**src/rtl/colisor_multi.sv**
```systemverilog
// colisor_multi: checks one shot against every ship record of a chosen player
//   memory, clears the first matching slot and decrements that ship's piece count.
// Ports: clk/reset (sync, active-high); start,x,y,alvo request a shot; rd_* / rd_data
//   form a one-cycle-latency read port; wr_* is a single-cycle write port;
//   busy/done and the result flags hit, sunk, fleet_destroyed, hit_addr report the outcome.
module colisor_multi #(
  parameter int COORD_W   = 4,
  parameter int SLOTS     = 5,
  parameter int N_RECORDS = 12,
  parameter int N_PLAYERS = 2,
  parameter int REC_W     = 64,
  localparam int PL_W     = (N_PLAYERS > 1) ? $clog2(N_PLAYERS) : 1,
  localparam int AD_W     = $clog2(N_RECORDS + 1)
) (
  input  logic             clk,
  input  logic             reset,
  input  logic             start,
  input  logic [COORD_W-1:0] x,
  input  logic [COORD_W-1:0] y,
  input  logic [PL_W-1:0]  alvo,
  output logic             rd_en,
  output logic [AD_W-1:0]  rd_addr,
  output logic [PL_W-1:0]  rd_sel,
  input  logic [REC_W-1:0] rd_data,
  output logic             wr_en,
  output logic [AD_W-1:0]  wr_addr,
  output logic [PL_W-1:0]  wr_sel,
  output logic [REC_W-1:0] wr_data,
  output logic             busy,
  output logic             done,
  output logic             hit,
  output logic             sunk,
  output logic             fleet_destroyed,
  output logic [AD_W-1:0]  hit_addr
);

  localparam int SLOT_W  = 2 * COORD_W;
  localparam int CNT_LSB = 3 + SLOTS * SLOT_W;
  localparam int TOT_W   = 3 + AD_W;
  localparam logic [AD_W-1:0] LAST = AD_W'(N_RECORDS);

  if (REC_W < 6 + SLOTS * SLOT_W) begin : g_rec_w_check
    $error("colisor_multi: REC_W too small for SLOTS/COORD_W");
  end

  typedef enum logic [1:0] {S_IDLE, S_SCAN, S_WRITE, S_DONE} state_t;

  state_t             state_q, state_d;
  logic [AD_W-1:0]    c_q, c_d;
  logic [COORD_W-1:0] x_q, x_d, y_q, y_d;
  logic [PL_W-1:0]    alvo_q, alvo_d;
  // Accumulators built while scanning
  logic               acc_hit_q, acc_hit_d;
  logic               acc_sunk_q, acc_sunk_d;
  logic [AD_W-1:0]    acc_addr_q, acc_addr_d;
  logic [REC_W-1:0]   wdat_q, wdat_d;
  logic [TOT_W-1:0]   tot_q, tot_d;
  // Reported results, only updated on entry to DONE
  logic               res_hit_q, res_hit_d;
  logic               res_sunk_q, res_sunk_d;
  logic               res_fd_q, res_fd_d;
  logic [AD_W-1:0]    res_addr_q, res_addr_d;

  // Evaluation of the record currently on rd_data
  logic [SLOT_W-1:0]  shot;
  logic [2:0]         rec_cnt, new_cnt;
  logic               match_any;
  int                 match_slot;
  logic [REC_W-1:0]   mod_rec;
  logic               take;

  always_comb begin
    shot       = {y_q, x_q};
    rec_cnt    = rd_data[CNT_LSB +: 3];
    new_cnt    = (rec_cnt == 3'd0) ? 3'd0 : rec_cnt - 3'd1;
    match_any  = 1'b0;
    match_slot = 0;
    // Lowest matching slot wins; an all-zero shot never matches an empty slot.
    for (int k = 0; k < SLOTS; k++) begin
      if (!match_any && shot != '0 && rd_data[3 + SLOT_W*k +: SLOT_W] == shot) begin
        match_any  = 1'b1;
        match_slot = k;
      end
    end
    mod_rec = rd_data;
    for (int k = 0; k < SLOTS; k++) begin
      if (k == match_slot) begin
        mod_rec[3 + SLOT_W*k +: SLOT_W] = '0;
      end
    end
    mod_rec[CNT_LSB +: 3] = new_cnt;
  end

  always_comb begin
    state_d    = state_q;
    c_d        = c_q;
    x_d        = x_q;
    y_d        = y_q;
    alvo_d     = alvo_q;
    acc_hit_d  = acc_hit_q;
    acc_sunk_d = acc_sunk_q;
    acc_addr_d = acc_addr_q;
    wdat_d     = wdat_q;
    tot_d      = tot_q;
    res_hit_d  = res_hit_q;
    res_sunk_d = res_sunk_q;
    res_fd_d   = res_fd_q;
    res_addr_d = res_addr_q;
    rd_en      = 1'b0;
    wr_en      = 1'b0;
    take       = 1'b0;
    case (state_q)
      S_IDLE: begin
        if (start) begin
          x_d        = x;
          y_d        = y;
          alvo_d     = alvo;
          c_d        = '0;
          acc_hit_d  = 1'b0;
          acc_sunk_d = 1'b0;
          acc_addr_d = '0;
          wdat_d     = '0;
          tot_d      = '0;
          res_hit_d  = 1'b0;
          res_sunk_d = 1'b0;
          res_fd_d   = 1'b0;
          res_addr_d = '0;
          state_d    = S_SCAN;
        end
      end
      S_SCAN: begin
        rd_en = (c_q != LAST);
        // rd_data holds record c-1 in cycle c
        if (c_q != '0) begin
          take = match_any && !acc_hit_q;
          if (take) begin
            acc_hit_d  = 1'b1;
            acc_addr_d = c_q - 1'b1;
            wdat_d     = mod_rec;
            acc_sunk_d = (new_cnt == 3'd0);
          end
          tot_d = tot_q + TOT_W'(take ? new_cnt : rec_cnt);
        end
        if (c_q == LAST) begin
          if (acc_hit_d) begin
            state_d = S_WRITE;
          end else begin
            res_fd_d = (tot_d == '0);
            state_d  = S_DONE;
          end
        end else begin
          c_d = c_q + 1'b1;
        end
      end
      S_WRITE: begin
        wr_en      = 1'b1;
        res_hit_d  = acc_hit_q;
        res_sunk_d = acc_sunk_q;
        res_addr_d = acc_addr_q;
        res_fd_d   = (tot_q == '0);
        state_d    = S_DONE;
      end
      S_DONE: begin
        state_d = S_IDLE;
      end
      default: state_d = S_IDLE;
    endcase
  end

  always_ff @(posedge clk) begin
    if (reset) begin
      state_q    <= S_IDLE;
      c_q        <= '0;
      x_q        <= '0;
      y_q        <= '0;
      alvo_q     <= '0;
      acc_hit_q  <= 1'b0;
      acc_sunk_q <= 1'b0;
      acc_addr_q <= '0;
      wdat_q     <= '0;
      tot_q      <= '0;
      res_hit_q  <= 1'b0;
      res_sunk_q <= 1'b0;
      res_fd_q   <= 1'b0;
      res_addr_q <= '0;
    end else begin
      state_q    <= state_d;
      c_q        <= c_d;
      x_q        <= x_d;
      y_q        <= y_d;
      alvo_q     <= alvo_d;
      acc_hit_q  <= acc_hit_d;
      acc_sunk_q <= acc_sunk_d;
      acc_addr_q <= acc_addr_d;
      wdat_q     <= wdat_d;
      tot_q      <= tot_d;
      res_hit_q  <= res_hit_d;
      res_sunk_q <= res_sunk_d;
      res_fd_q   <= res_fd_d;
      res_addr_q <= res_addr_d;
    end
  end

  assign rd_addr         = rd_en ? c_q : '0;
  assign rd_sel          = alvo_q;
  assign wr_addr         = acc_addr_q;
  assign wr_sel          = alvo_q;
  assign wr_data         = wdat_q;
  assign busy            = (state_q == S_SCAN) || (state_q == S_WRITE);
  assign done            = (state_q == S_DONE);
  assign hit             = res_hit_q;
  assign sunk            = res_sunk_q;
  assign fleet_destroyed = res_fd_q;
  assign hit_addr        = res_addr_q;

endmodule
```
**config.mk**
```make
export PLATFORM = sky130hd
export DESIGN_NAME = colisor_multi
export DESIGN_NICKNAME = d
export VERILOG_FILES = /design/src/rtl/colisor_multi.sv
export SDC_FILE = /design/constraint.sdc
export NUM_CORES = 1
export LEC_CHECK = 0
export CAP_MARGIN = 5
export CORE_MARGIN = 5
export CORE_UTILIZATION = 43
export CTS_BUF_LIST = sky130_fd_sc_hd__clkbuf_16
export DETAILED_ROUTE_END_ITERATION = 8
export PLACE_DENSITY = 0.77
export SYNTH_ARGS = -nofsm -noshare
export SYNTH_HDL_FRONTEND = slang
export SYNTH_SLANG_ARGS = --single-unit
export TNS_END_PERCENT = 50
```
**constraint.sdc**
```tcl
create_clock -name clk -period 3.2 [get_ports clk]
set_input_delay 0.32 -clock clk [delete_from_list [all_inputs] [get_ports clk]]
set_output_delay 0.32 -clock clk [all_outputs]
set_load 0.02 [all_outputs]
```
======== Word-level counts from Yosys, hierarchy flattened ========
Cells that the tools add are included.
word-level totals
  register bits after elaboration ......... 99
  output and inout port bits .............. 85
  logic and storage cells ................. 123
operators by class
  add/sub/neg operators ................... 4
  equal/unequal tests ..................... 20
  muxes and demuxes ....................... 51
  reductions and logical operators ........ 34
operators by type and width
  cell                                                 number
  two-way mux 64 bit                                   3
  case mux 64 bit (2 select lines)                     1
  two-way mux 32 bit                                   3
  equality test 3 x 32 -> 1 bit, first input constant  2
  equality test 8 bit                                  5
  two-way mux 8 bit                                    5
  equality test 2 x 32 -> 1 bit, first input constant  1
  equality test 4 x 32 -> 1 bit, first input constant  1
  logical NOT 32 bit                                   1
  case mux 4 bit (2 select lines)                      3
  two-way mux 7 bit                                    3
  two-way mux 4 bit                                    5
  two-way mux 1 bit                                    17
  logical NOT 7 bit                                    2
  case mux 7 bit (2 select lines)                      1
  != test 2 bit, second input constant                 6
  logical AND 1 bit                                    10
  case mux 1 bit (2 select lines)                      4
  case mux 2 bit (4 select lines)                      1
  AND reduction 2 bit                                  4
  AND reduction 4 bit                                  2
  nonzero test 8 bit                                   1
  adder 7 x 3 -> 7 bit                                 1
  logical NOT 3 bit                                    2
  17 further kinds                                     25

======== Logic depth before layout (Yosys ltp) ========
  depth in word-level cells ............... 28
  gate-level depth with buffers ........... 17
  gate-level depth less buffers ........... 15

======== Least setup slack after synthesis ========
No wires, ideal clock.
  path kind ............................... reg-to-reg
  from .................................... register x_q[1]
  to ...................................... register res_fd_q (netlist: fleet_destroyed)
  library setup time ...................... 72 ps
  data arrival time ....................... 3388 ps
  data required time ...................... 3128 ps
  path slack .............................. -260 ps
  stages on the path, launching flop included .. 18
  path buffers ............................ 2
  cells stage by stage .................... dfxtp_1 > buf_2 > xnor2_1 > nand4_1 > or4b_1 > buf_4 > and2_1 > a21oi_2 > mux2_2 > ha_1 > inv_1 > fa_1 > xnor2_1 > nor3_1 > nand4_1 > a32oi_1 > a31oi_1 > mux2i_1
on the way
  cells in the longest elaborated chain, start to end .. 28
  elaborated cells between the ends (all ways) .. 38
  those cells by class .................... add/sub (1); eq/ne (6); mux (14); reduce/logical (17)
ends and longest elaborated chain
  what                                                       line  source
  from (decl)                                                50    logic [COORD_W-1:0] x_q, x_d, y_q, y_d;
  from (signal assigned)                                     174   x_q <= '0;
  from (signal assigned)                                     189   x_q <= x_d;
  equality test 8 bit or nonzero test 8 bit (tied branches)  80    if (!match_any && shot != '0 && rd_data[3 + SLOT_W*k +: SLOT_W] == shot) begin
  logical AND 1 bit                                          80
  two-way mux 1 bit                                          80
  logical NOT 1 bit                                          80
  logical AND 1 bit (2 in series)                            80
  two-way mux 1 bit                                          80
  logical NOT 1 bit                                          80
  logical AND 1 bit (2 in series)                            80
  (+10 left out)                                             --
  two-way mux 3 bit                                          142   tot_d = tot_q + TOT_W'(take ? new_cnt : rec_cnt);
  adder 7 x 3 -> 7 bit                                       142
  two-way mux 7 bit                                          134   if (c_q != '0) begin
  two-way mux 7 bit                                          112   case (state_q)
  logical NOT 7 bit                                          148   res_fd_d = (tot_d == '0);
  two-way mux 1 bit                                          145   if (acc_hit_d) begin
  two-way mux 1 bit                                          144   if (c_q == LAST) begin
  case mux 1 bit (3 select lines)                            112
  to (signal assigned)                                       199   res_fd_q <= res_fd_d;
  to (decl)                                                  61    logic res_fd_q, res_fd_d;
Every way passes the cells marked *; elsewhere a longest branch is shown, timed or not. The select of a mux whose other input is x is not followed.
A chain may end at the register's enable or synchronous reset.

======== Final worst setup path ========
  from .................................... register x_q[0]
  to ...................................... register res_fd_q (netlist: fleet_destroyed)
Same word-level chain as after synthesis.

==> results.md <==
Floorplanning:
- During I/O placement, the number of pins put on the boundary was 161.
- The total core area is 12100 µm².
- The x dimension of the die is 121 µm.
- The cell row count is 40.
- The floorplan die area is 14600 µm².
- The die is 121 µm tall.
- The initial utilization of the core area, before any placement, comes to 0.439.

Drt:
- The highest metal layer carrying signal wires in the routed design is met4.
- The routed wire length is 17500 µm.
- The met1 wire length is 7360 µm.
- The count of unresolved DRC violations after routing is 0.
- After detailed routing, the number of vias per cell comes to 5.23.
- In the final routed layout, each cell accounts on average for 17.3 µm.
- The first detailed-routing pass ran for 5 iterations.
- The via count of the routed design is 5272.
- The first routing iteration left 519 violations.
- The routed design uses 8460 µm of met2 wire.
- The count of antenna-violating nets left after detailed routing is 0.
- Detailed routing placed a total of 1080 µm of wire on met3.

Yosys:
- Synthesis inferred 99 register bits.
- During synthesis, Yosys emitted a total of 0 warnings.
- The post-synthesis cell count is 602.
- In the synthesized netlist the dominant register cell turns out to be sky130_fd_sc_hd__dfxtp_1.
- The area of the mapped netlist is 5300 µm².
- By area the synthesized netlist is led by sky130_fd_sc_hd__dfxtp_1 (37%), sky130_fd_sc_hd__mux2i_1 (11%), sky130_fd_sc_hd__nand2b_1 (8.3%).
- In the synthesized netlist the async set-or-reset flop fraction comes to 0.
- The area share of the largest cell type after synthesis is 0.374.
- Yosys mapped the design onto 52 distinct sky130hd cell types.
- The sequential cell area fraction in the yosys report is 0.374.
- The number of flops mapped to enable cells by yosys is 0.
- The most common cell in the synthesized netlist is sky130_fd_sc_hd__dfxtp_1.
- The mean instance size in the synthesized netlist is 8.80 µm².
- The commonest cells after synthesis are sky130_fd_sc_hd__dfxtp_1 (99), sky130_fd_sc_hd__nand2_1 (81), sky130_fd_sc_hd__nand2b_1 (70), sky130_fd_sc_hd__mux2i_1 (60), sky130_fd_sc_hd__xor2_1 (36).
- The cell taking the most area after synthesis is sky130_fd_sc_hd__dfxtp_1.
- Synthesis produced a netlist with a net count of 691.

Clock tree:
- The H-tree depth reported by CTS is 3.
- The clock-pin slew reported for the worst setup and hold paths after clock tree synthesis is 0.07 ns.
- In this run the clock root is driven by a sky130_fd_sc_hd__clkbuf_16.
- The clock reaches the later pin of the worst-skew pair after 0.35 ns.
- In this run, post-CTS hold repair placed 0 buffers.
- No sink is reached through more buffers than the 2 on the longest clock path.
- The CTS tree is built.
- CTS saw 99 sinks.
- Clock tree synthesis inserted a total of 9 buffers.

Global routing:
- The number of global-route vias before repair is 5332.
- The first global-routing pass estimated 27200 µm of wire.
- The initial antenna violation count is 0.
- The maximum number of pins on one net before global-route repair is 67.
- Across every metal layer, demand over resource in global routing totals 0.231.
- After global routing the overflow that remains totals 0.

Timing:
- The final count of hold timing violations is 0.
- The upper clock frequency limit is 281 MHz.
- Setup repair after global routing could not meet its margin everywhere.
- Once routing completed, OpenROAD measured the worst setup slack at -0.356 ns.
- For the pin with the worst max-slew slack, the measured transition is 0.748 ns.
- In the finished design, the share of the clock period the worst path needs comes to 1.11.
- The max-slew headroom at the worst pin is 0.496.
- The final-report setup violation count is 21.
- The number of max-slew violations in the final report is 0.
- Clock skew on the completed layout was measured at 0.00549 ns.
- The smallest clock period supported by the final layout is computed as 3.56 ns.

Pwr:
- The worst supply voltage drop on vdd is 0.357 mV.
- The leakage power is 0.00318 µW.
- Of the total power, the clock network draws 0.225.
- Dividing total power by cell area gives a power density of 543 nW/µm².
- The sequential fraction of design power is 0.334.
- Of the total power, the share spent switching nets is 0.362.
- The fraction of power consumed by combinational cells is 0.441.
- The internal portion of the total power is 2810 µW.
- The switching power is 1600 µW.

Placed design:
- The number of input and output port buffers inserted is 160.
- Detailed placement finished with a half-perimeter wire length of 12300 µm.
- The number of instances in the placed design is 949.
- The last weighted congestion value of the routability-driven placer is 0.842.
- Timing analysis after detailed placement gives a worst setup slack of -0.737 ns.
- The post-place instance area is 7390 µm².

Critical path:
- For this design, the slowest cell found on the critical path is sky130_fd_sc_hd__fa_1.
- The stage delay of the slowest cell on the critical path is 0.51 ns.
- The critical path capture point type is a flop.
- The arrival time reported for the critical path endpoint is 3.84 ns.
- The cell occurring most often along the worst timing path is sky130_fd_sc_hd__buf_6.
- For flop-to-flop paths, the worst setup slack is -0.36 ns.
- The worst register-to-register path has a depth of 17.
- The signal on the critical path passes through buf_6 -> buf_6 -> xor2_1 -> nor4_1 -> nand3_1 -> and2_4 -> a21oi_4 -> mux2_4 -> ha_4 -> inv_2 -> fa_1 -> nand2_1 -> nor3_2 -> nand4_1 -> a32oi_1 -> a31oi_1 -> mux2i_1.
- The startpoint of the worst register-to-register path is x_q[0].
- The startpoint type of the worst setup path is a flop.
- Data on the critical path is required at its endpoint by 3.48 ns.
- The endpoint of the worst-slack reg-to-reg timing path is fleet_destroyed.
- By startpoint and endpoint, the worst setup path is classified as flop to flop.
- The largest fanout on the critical path is 4.

Layout:
- Of the cells placed in the final design, the portion with a size suffix greater than 1 is 0.194.
- The antenna diode instance count is 0.
- The count of non-filler cells in the finished layout is 1008.
- The utilization after layout is 0.672.
- From synthesis to final layout, the design area changed by 53.0%.
- With fillers left out, the area of the finished cells amounts to 8100 µm².
- In the final design database the tool counted 925 nets.

Outcome:
- The flow ran to the end, but the final reports show violations.
- The final reports fail on negative setup slack.

Worst hold path:
- The number of instances on the worst hold path is 2.
- The hold path endpoint is wr_data[10].
- The launch point of the worst hold path is rd_data[10].
- The class of the tightest hold or removal check is input port to flop.

Run:
- The count of max-cap constraint violations is 0.
==> power by group through the flow <==
stage	logic [µW]	registers, µW	clock network [µW]
after global routing	2060	1490	1060
after detailed placement	1730	1490	0
after CTS	1890	1470	1010
after floorplan	1020	1560	0
after global placement	1710	1480	0
final	1940	1470	991
==> repair_timing <==
item                                    CTS  global route
gates cloned                              0             0
pin swaps                                17             9
buffers inserted                         42             2
endpoints found under the hold margin     0             0
endpoints found under the setup margin    6            21
resized for setup                        38             9
==> state kept, by name (all words and copies together) (netlist names) <==
name and flops:
acc_hit_q 1, acc_sunk_q 1, c_q 4, fleet_destroyed 1
hit 1, hit_addr 4, rd_sel 1, state_q 2
sunk 1, tot_q 7, wr_addr 4, wr_data 64
x_q 4, y_q 4
==> kinds of logic after synthesis <==
logic type	after synthesis	share of synthesized area
DFF	99	0.374
adders and majority gates	13	0.0321
buffers and inverters	53	0.0510
and+or+nand+nor	250	0.241
xor gates and xnor gates	46	0.0761
muxes	65	0.124
AOI/OAI and AO/OA	76	0.101
==> area by class of cell <==
type	instances	area (µm²)
Fill cell	937	3960
Multi-Input combinational cell	450	3170
Timing Repair Buffer	264	2410
Sequential cell	99	2010
Clock buffer	9	225
Tap cell	168	210
Inverter	12	45.0
Clock inverter	6	35.0
==> layout by cell type (no fill, tap or decap), types with 5 or more instances in the layout <==
cell and count:
sky130_fd_sc_hd__a21oi_1 17, sky130_fd_sc_hd__a22oi_1 8, sky130_fd_sc_hd__a31o_2 9, sky130_fd_sc_hd__buf_4 98, sky130_fd_sc_hd__clkbuf_16 9, sky130_fd_sc_hd__clkdlybuf4s50_1 151
sky130_fd_sc_hd__dfxtp_1 91, sky130_fd_sc_hd__dfxtp_4 6, sky130_fd_sc_hd__dlygate4sd2_1 8, sky130_fd_sc_hd__ha_1 10, sky130_fd_sc_hd__inv_1 12, sky130_fd_sc_hd__mux2i_1 60
sky130_fd_sc_hd__nand2_1 80, sky130_fd_sc_hd__nand2b_1 70, sky130_fd_sc_hd__nand3_1 8, sky130_fd_sc_hd__nand4_1 5, sky130_fd_sc_hd__nor2_1 31, sky130_fd_sc_hd__nor3_1 8
sky130_fd_sc_hd__nor4_1 17, sky130_fd_sc_hd__o211ai_1 9, sky130_fd_sc_hd__o21ai_0 7, sky130_fd_sc_hd__xnor2_1 10, sky130_fd_sc_hd__xor2_1 36
==> worst max-delay path: cells and delay by family (launching register included) <==
kind / cells / cell delay (ns)
mux: 2 / 0.32
flops: 1 / 0.37
buf+inv: 3 / 0.27
simple gates: 6 / 1.17
compound gates: 3 / 0.56
xor+xnor: 1 / 0.15
fa+ha+maj: 2 / 0.64
==> metrics by stage <==
step                      TNS (ns)  hold WS [ns]  power, µW
after global placement       -3.09         0.458       3190
after detailed placement     -3.69         0.465       3220
after CTS                   -0.759         0.368       4370
final                        -3.65         0.384       4400
after floorplan             -0.108         0.448       2570
after global routing         -5.10         0.389       4600
==> how the worst max path moves through the flow <==
stage                           start              end
after detailed placement  rd_data[26]  fleet_destroyed
after global placement     rd_data[4]  fleet_destroyed
final                          x_q[0]  fleet_destroyed
after global routing           x_q[0]  fleet_destroyed
after floorplan                x_q[3]  fleet_destroyed
after CTS                      y_q[2]  fleet_destroyed
==> routing by layer <==
| metal | vias up | GRT usage |
|---|---|---|
| met2 | 198 | 0.396 |
| met5 | - | 0 |
| li1 | 2531 | - |
| met4 | 0 | 0.0977 |
| met3 | 46 | 0.0406 |
| met1 | 2497 | 0.285 |
(Power assumes the default switching activity.)
